==> src/rtl/du_program_sequencer.sv <==
// Debug-unit sequencer for the PIPELINE DU port: loads a program into imem, runs or
// single-steps it, then streams the register file and data memory out as valid/ready words.
module du_program_sequencer #(
    parameter int unsigned       DATA_W      = 32,
    parameter int unsigned       IMEM_AW     = 8,
    parameter int unsigned       REG_AW      = 5,
    parameter int unsigned       DUMP_WORDS  = 64,
    parameter int unsigned       RUN_TIMEOUT = 1024,
    parameter int unsigned       AUTO_HALT   = 1,
    parameter logic [DATA_W-1:0] HALT_WORD   = 32'hFC000000
) (
    input  logic               i_clk,
    input  logic               i_reset_n,
    input  logic [1:0]         i_cmd,
    input  logic               i_cmd_valid,
    output logic               o_cmd_ready,
    input  logic [DATA_W-1:0]  i_load_data,
    input  logic               i_load_valid,
    input  logic               i_load_last,
    output logic               o_load_ready,
    output logic               o_du_write_en,
    output logic [IMEM_AW-1:0] o_du_addr_wr,
    output logic [DATA_W-1:0]  o_du_data,
    output logic               o_du_read_en,
    input  logic               i_du_halt,
    output logic [REG_AW-1:0]  o_du_reg_addr,
    output logic [IMEM_AW-1:0] o_du_mem_addr,
    input  logic [DATA_W-1:0]  i_du_reg_data,
    input  logic [DATA_W-1:0]  i_du_mem_data,
    output logic [DATA_W-1:0]  o_dump_data,
    output logic               o_dump_valid,
    output logic               o_dump_last,
    input  logic               i_dump_ready,
    output logic [IMEM_AW-2:0] o_load_count,
    output logic               o_overflow,
    output logic               o_timeout
);
    localparam int unsigned NREGS = 2 ** REG_AW;
    localparam int unsigned DEPTH = 2 ** (IMEM_AW - 2);
    localparam int unsigned TOTAL = NREGS + DUMP_WORDS;
    localparam int unsigned PTR_W = IMEM_AW - 1;
    localparam int unsigned IDX_W = $clog2(TOTAL + 1);
    localparam int unsigned CNT_W = $clog2(RUN_TIMEOUT);

    localparam logic [PTR_W-1:0] PTR_FULL = PTR_W'(DEPTH);
    localparam logic [PTR_W-1:0] PTR_LAST = PTR_W'(DEPTH - 1);
    localparam logic [IDX_W-1:0] IDX_REGS = IDX_W'(NREGS);
    localparam logic [IDX_W-1:0] IDX_LAST = IDX_W'(TOTAL - 1);
    localparam logic [CNT_W-1:0] CNT_LAST = CNT_W'(RUN_TIMEOUT - 1);

    typedef enum logic [2:0] {
        S_IDLE        = 3'd0,
        S_LOAD        = 3'd1,
        S_HALT_APPEND = 3'd2,
        S_RUN         = 3'd3,
        S_STEP        = 3'd4,
        S_DUMP_REQ    = 3'd5,
        S_DUMP_WAIT   = 3'd6,
        S_DUMP_OUT    = 3'd7
    } state_t;

    state_t             state_q, state_d;
    logic [PTR_W-1:0]   ptr_q, ptr_d;
    logic [CNT_W-1:0]   cnt_q, cnt_d;
    logic [IDX_W-1:0]   idx_q, idx_d;
    logic               overflow_q, overflow_d;
    logic               timeout_q, timeout_d;
    logic               cmd_ready_q, cmd_ready_d;
    logic               load_ready_q, load_ready_d;
    logic               wr_en_q, wr_en_d;
    logic [IMEM_AW-1:0] wr_addr_q, wr_addr_d;
    logic [DATA_W-1:0]  wr_data_q, wr_data_d;
    logic               rd_en_q, rd_en_d;
    logic [REG_AW-1:0]  reg_addr_q, reg_addr_d;
    logic [IMEM_AW-1:0] mem_addr_q, mem_addr_d;
    logic [DATA_W-1:0]  dump_data_q, dump_data_d;
    logic               dump_valid_q, dump_valid_d;
    logic               dump_last_q, dump_last_d;

    function automatic logic [IMEM_AW-1:0] word_addr(input logic [PTR_W-1:0] ptr);
        return {ptr[IMEM_AW-3:0], 2'b00};
    endfunction

    function automatic logic [IMEM_AW-1:0] dump_mem_addr(input logic [IDX_W-1:0] idx);
        logic [31:0] off;
        off = 32'(idx) - 32'(NREGS);
        return IMEM_AW'(off << 2);
    endfunction

    // Next-state and registered-output decode.
    always_comb begin
        state_d      = state_q;
        ptr_d        = ptr_q;
        cnt_d        = cnt_q;
        idx_d        = idx_q;
        overflow_d   = overflow_q;
        timeout_d    = timeout_q;
        wr_en_d      = 1'b0;
        wr_addr_d    = wr_addr_q;
        wr_data_d    = wr_data_q;
        reg_addr_d   = reg_addr_q;
        mem_addr_d   = mem_addr_q;
        dump_data_d  = dump_data_q;
        dump_valid_d = dump_valid_q;
        dump_last_d  = dump_last_q;

        case (state_q)
            S_IDLE: begin
                if (i_cmd_valid && cmd_ready_q) begin
                    case (i_cmd)
                        2'd0: begin
                            state_d    = S_LOAD;
                            ptr_d      = '0;
                            overflow_d = 1'b0;
                        end
                        2'd1: begin
                            state_d   = S_RUN;
                            cnt_d     = '0;
                            timeout_d = 1'b0;
                        end
                        2'd2: begin
                            state_d = S_STEP;
                        end
                        2'd3: begin
                            state_d    = S_DUMP_REQ;
                            idx_d      = '0;
                            reg_addr_d = '0;
                        end
                        default: begin
                            state_d = S_IDLE;
                        end
                    endcase
                end else begin
                    state_d = S_IDLE;
                end
            end
            S_LOAD: begin
                if (i_load_valid && load_ready_q) begin
                    // A full imem still accepts words so the host stream drains to its last word.
                    if (ptr_q == PTR_FULL) begin
                        overflow_d = 1'b1;
                    end else begin
                        wr_en_d   = 1'b1;
                        wr_addr_d = word_addr(ptr_q);
                        wr_data_d = i_load_data;
                        ptr_d     = ptr_q + PTR_W'(1);
                    end
                    if (i_load_last) begin
                        if ((AUTO_HALT != 0) && (i_load_data != HALT_WORD) && (ptr_q < PTR_LAST)) begin
                            state_d = S_HALT_APPEND;
                        end else begin
                            state_d = S_IDLE;
                        end
                    end else begin
                        state_d = S_LOAD;
                    end
                end else begin
                    state_d = S_LOAD;
                end
            end
            S_HALT_APPEND: begin
                wr_en_d   = 1'b1;
                wr_addr_d = word_addr(ptr_q);
                wr_data_d = HALT_WORD;
                ptr_d     = ptr_q + PTR_W'(1);
                state_d   = S_IDLE;
            end
            S_RUN: begin
                // Halt takes priority over a timeout landing on the same cycle.
                if (i_du_halt) begin
                    state_d = S_IDLE;
                end else if (cnt_q == CNT_LAST) begin
                    timeout_d = 1'b1;
                    state_d   = S_IDLE;
                end else begin
                    cnt_d = cnt_q + CNT_W'(1);
                end
            end
            S_STEP: begin
                state_d = S_IDLE;
            end
            S_DUMP_REQ: begin
                state_d = S_DUMP_WAIT;
            end
            S_DUMP_WAIT: begin
                if (idx_q < IDX_REGS) begin
                    dump_data_d = i_du_reg_data;
                end else begin
                    dump_data_d = i_du_mem_data;
                end
                dump_valid_d = 1'b1;
                dump_last_d  = (idx_q == IDX_LAST);
                state_d      = S_DUMP_OUT;
            end
            S_DUMP_OUT: begin
                if (i_dump_ready) begin
                    dump_valid_d = 1'b0;
                    dump_last_d  = 1'b0;
                    if (dump_last_q) begin
                        state_d = S_IDLE;
                    end else begin
                        idx_d   = idx_q + IDX_W'(1);
                        state_d = S_DUMP_REQ;
                        if (idx_d < IDX_REGS) begin
                            reg_addr_d = REG_AW'(idx_d);
                        end else begin
                            mem_addr_d = dump_mem_addr(idx_d);
                        end
                    end
                end else begin
                    state_d = S_DUMP_OUT;
                end
            end
            default: begin
                state_d = S_IDLE;
            end
        endcase

        rd_en_d      = (state_d == S_RUN) || (state_d == S_STEP);
        cmd_ready_d  = (state_d == S_IDLE);
        load_ready_d = (state_d == S_LOAD);
    end

    // State and output registers.
    always_ff @(posedge i_clk or negedge i_reset_n) begin
        if (!i_reset_n) begin
            state_q      <= S_IDLE;
            ptr_q        <= '0;
            cnt_q        <= '0;
            idx_q        <= '0;
            overflow_q   <= 1'b0;
            timeout_q    <= 1'b0;
            cmd_ready_q  <= 1'b0;
            load_ready_q <= 1'b0;
            wr_en_q      <= 1'b0;
            wr_addr_q    <= '0;
            wr_data_q    <= '0;
            rd_en_q      <= 1'b0;
            reg_addr_q   <= '0;
            mem_addr_q   <= '0;
            dump_data_q  <= '0;
            dump_valid_q <= 1'b0;
            dump_last_q  <= 1'b0;
        end else begin
            state_q      <= state_d;
            ptr_q        <= ptr_d;
            cnt_q        <= cnt_d;
            idx_q        <= idx_d;
            overflow_q   <= overflow_d;
            timeout_q    <= timeout_d;
            cmd_ready_q  <= cmd_ready_d;
            load_ready_q <= load_ready_d;
            wr_en_q      <= wr_en_d;
            wr_addr_q    <= wr_addr_d;
            wr_data_q    <= wr_data_d;
            rd_en_q      <= rd_en_d;
            reg_addr_q   <= reg_addr_d;
            mem_addr_q   <= mem_addr_d;
            dump_data_q  <= dump_data_d;
            dump_valid_q <= dump_valid_d;
            dump_last_q  <= dump_last_d;
        end
    end

    assign o_cmd_ready   = cmd_ready_q;
    assign o_load_ready  = load_ready_q;
    assign o_du_write_en = wr_en_q;
    assign o_du_addr_wr  = wr_addr_q;
    assign o_du_data     = wr_data_q;
    assign o_du_read_en  = rd_en_q;
    assign o_du_reg_addr = reg_addr_q;
    assign o_du_mem_addr = mem_addr_q;
    assign o_dump_data   = dump_data_q;
    assign o_dump_valid  = dump_valid_q;
    assign o_dump_last   = dump_last_q;
    assign o_load_count  = ptr_q;
    assign o_overflow    = overflow_q;
    assign o_timeout     = timeout_q;

endmodule

==> config.mk <==
export PLATFORM = sky130hd
export DESIGN_NAME = du_program_sequencer
export DESIGN_NICKNAME = d
export VERILOG_FILES = /design/src/rtl/du_program_sequencer.sv
export SDC_FILE = /design/constraint.sdc
export NUM_CORES = 1
export LEC_CHECK = 0
export CAP_MARGIN = 20
export CELL_PAD_IN_SITES_DETAIL_PLACEMENT = 1
export CELL_PAD_IN_SITES_GLOBAL_PLACEMENT = 1
export CORE_AREA = 2 2 129 131
export DETAILED_ROUTE_END_ITERATION = 8
export DIE_AREA = 0 0 131 133
export GPL_TIMING_DRIVEN = 1
export PLACE_DENSITY_LB_ADDON = 0.1
export SYNTH_ARGS = -nofsm -noshare
export SYNTH_HDL_FRONTEND = slang
export SYNTH_SLANG_ARGS = --single-unit
==> constraint.sdc <==
create_clock -name i_clk -period 3.5 [get_ports i_clk]
set_input_delay 0.7 -clock i_clk [delete_from_list [all_inputs] [get_ports i_clk]]
set_output_delay 0.7 -clock i_clk [all_outputs]
set_load 0.02 [all_outputs]
==> metrics.yaml <==
run_status: "completed"
relSlewSlack: 0.391
syn_inst: 566
drive_gt1_frac: 0.0698
grt_overflow: 0
hold_viol_final: 0
rr_endpoint: "o_du_data[2]"
crit_path_start: "i_load_valid"
r2r_slack_ps: 840
tritoncts: "done"
synth_seq_cells: 116
worstPathArrival_ps: 3040
cts_max_level: 4
syn_area_um2: 5490
final_cell_mix: "clkdlybuf4s50_1 (199), nand2_1 (127), dfrtp_1 (116)"
seq_area_frac_synth: 0.529
final.min_clock_period_ps: 2780
timing.hold.ws_ps: 258
fin_nets: 870
pin_count: 205
setup_viol: 0
cp_max_fo: 66
grt_max_degree: 67
worstSetupPathType: "in2reg"
rows: 47
clk_pin_slew_worst_paths_ps: 50
clock-sinks: 116
ir_drop_mv: 0.365
synthDistinctLibCells: 54
end_kind: "register"
die_w_um: 131
instances_no_fill: 994
cts_root_buf: "clkbuf_16"
async_reset_ff_frac: 1.00
antenna_found_initial: 0
die_area_um2: 17400
io_buffers: 200
worstReg2RegStart: "o_load_count[0]"
leakage_nw: 3.94
hold_buffers: 0
grt_pass1_wl_um: 27400
synth_edf_count: 0
post_cts_buffers: 0
via_per_inst: 4.94
vias: 4915
place_congestion: 0.825
dr.pass1.iters: 4
antenna_cells: 0
ys.flop_type: "dfrtp_1"
rsz0062_at_grt: "false"
clock_path_buffers: 2
start_util: 0.340
fin_crit_sh: 0.794
clk_latency_ps: 410
yosys_warnings: 0
avgSynthCellArea_um2: 9.70
cts.repair.resized: 0
place_hpwl_um: 13000
min_path_type: "in2async"
postRouteAntennaNets: 0
startpoint_type: "input port"
die_h_um: 133
core_um2: 16200
p_per_area_nw_per_um2: 802
fin_total_pwr_w: 0.00668
cts_buffers: 17
drv_slew: 0
setup_tns_ps: 0
drt-total-wl_um: 17300
placed_cells: 961
wl_per_cell_um: 17.4
crit_required_ps: 3760
final_common_cell: "clkdlybuf4s50_1"
worst_pin_slew_ps: 912
cap_violations: 0
area_growth_pct: 51.8
globalRouteTotalUtil: 0.203
worstSetupEndpoint: "o_du_data[2]"
reg2regPathDepth: 8
fin_skew_ps: 7.32
drc: 0
drt_iter0_markers: 183
fmax_mhz: 360
fillers: 1794
grt_pass1_vias: 5080
-- stage by stage --
step,setup slack [ps],instance area (um^2),utilization
floorplan,1260,5500,-
global placement,410,7650,0.473
detailed placement,304,7650,0.473
CTS,727,8310,0.514
global route,558,8330,0.515
finish,720,8330,0.515
-- layer usage --
metal / share of wire / GRT usage
met1: 0.43 / 0.260
met2: 0.50 / 0.337
met3: 0.060 / 0.0558
met4: 0.011 / 0.0550
met5: 0 / 0
-- Yosys cell counts (2+ instances only) --
| library cell | number | share of area |
|---|---|---|
| nand2_1 | 127 | 0.087 |
| dfrtp_1 | 116 | 0.53 |
| o21ai_0 | 68 | 0.062 |
| mux2i_1 | 38 | 0.069 |
| nor2_1 | 30 | 0.021 |
| clkbuf_1 | 17 | 0.012 |
| nand3_1 | 14 | 0.013 |
| o21ai_1 | 14 | 0.013 |
| inv_1 | 10 | 0.0068 |
| and3_1 | 8 | 0.0091 |
| nand4_1 | 8 | 0.0091 |
| nor4_1 | 8 | 0.0091 |
| o31ai_1 | 8 | 0.011 |
| xor2_1 | 7 | 0.011 |
| a21oi_1 | 6 | 0.0055 |
| and2_1 | 6 | 0.0068 |
| buf_2 | 6 | 0.0055 |
| xnor2_1 | 6 | 0.0096 |
| buf_6 | 5 | 0.010 |
| nor3_1 | 5 | 0.0046 |
| or3_1 | 5 | 0.0057 |
| buf_4 | 4 | 0.0055 |
| ha_1 | 4 | 0.0091 |
| mux2_4 | 4 | 0.011 |
| a22o_1 | 3 | 0.0048 |
| and4b_1 | 3 | 0.0055 |
| nand2b_1 | 3 | 0.0034 |
| nor2b_1 | 3 | 0.0034 |
| a31oi_1 | 2 | 0.0023 |
| buf_1 | 2 | 0.0014 |
| mux2_2 | 2 | 0.0041 |
| or2_2 | 2 | 0.0023 |
-- cell families after synthesis --
| kind of cell | Yosys count | synth area share |
|---|---|---|
| AND/OR/NAND/NOR | 228 | 0.188 |
| AO/OA/AOI/OAI | 116 | 0.128 |
| flip-flops | 116 | 0.529 |
| multiplexers | 44 | 0.0843 |
| buffers and inverters | 44 | 0.0410 |
| XOR/XNOR | 13 | 0.0207 |
| adder cells (fa/ha/maj) | 4 | 0.00911 |
| other | 1 | 0.000683 |
-- worst max-delay path, cell delays in order --
cell and delay [ps]:
clkdlybuf4s50_1 490, nand2_1 100, a311o_1 370, a221oi_4 450, nand2_2 280, buf_4 390
nand2_1 150, o21ai_1 90
-- report_power, final --
| group | internal, W | total [W] | switching (W) |
|---|---|---|---|
| sequential | 0.00180 | 0.00214 | 0.000346 |
| combinational | 0.00115 | 0.00261 | 0.00146 |
| clock | 0.00133 | 0.00194 | 0.000604 |
| total | 0.00428 | 0.00668 | 0.00241 |
-- registers in the layout, summed over array words and instances (netlist names) --
register	flops
o_timeout	1
o_cmd_ready	1
o_load_ready	1
o_overflow	1
idx_q	7
o_du_read_en	1
state_q	3
o_du_reg_addr	5
o_load_count	7
o_dump_last	1
o_du_mem_addr	6
o_du_addr_wr	6
o_dump_valid	1
cnt_q	10
o_du_data	32
o_du_write_en	1
o_dump_data	32
-- cell type report --
| class | instances | area [um^2] | area share |
|---|---|---|---|
| Multi-Input combinational cell | 409 | 2380 | 0.286 |
| Tap cell | 220 | 275 | 0.0330 |
| Timing Repair Buffer | 207 | 2080 | 0.249 |
| Sequential cell | 116 | 2900 | 0.348 |
| Clock buffer | 22 | 484 | 0.0581 |
| Clock inverter | 10 | 175 | 0.0210 |
| Inverter | 10 | 37.5 | 0.00450 |
-- worst min-delay path by stage --
| stage | to | cells past startpoint |
|---|---|---|
| 2_1_floorplan | cnt_q[0] | 0 |
| 3_3_place_gp | o_dump_data[6] | 2 |
| 3_5_place_dp | o_dump_data[23] | 2 |
| 4_1_cts | o_du_data[10] | 1 |
| 5_1_grt | o_du_data[10] | 1 |
| 6_report | o_du_data[9] | 1 |
(Power assumes the default switching activity.)
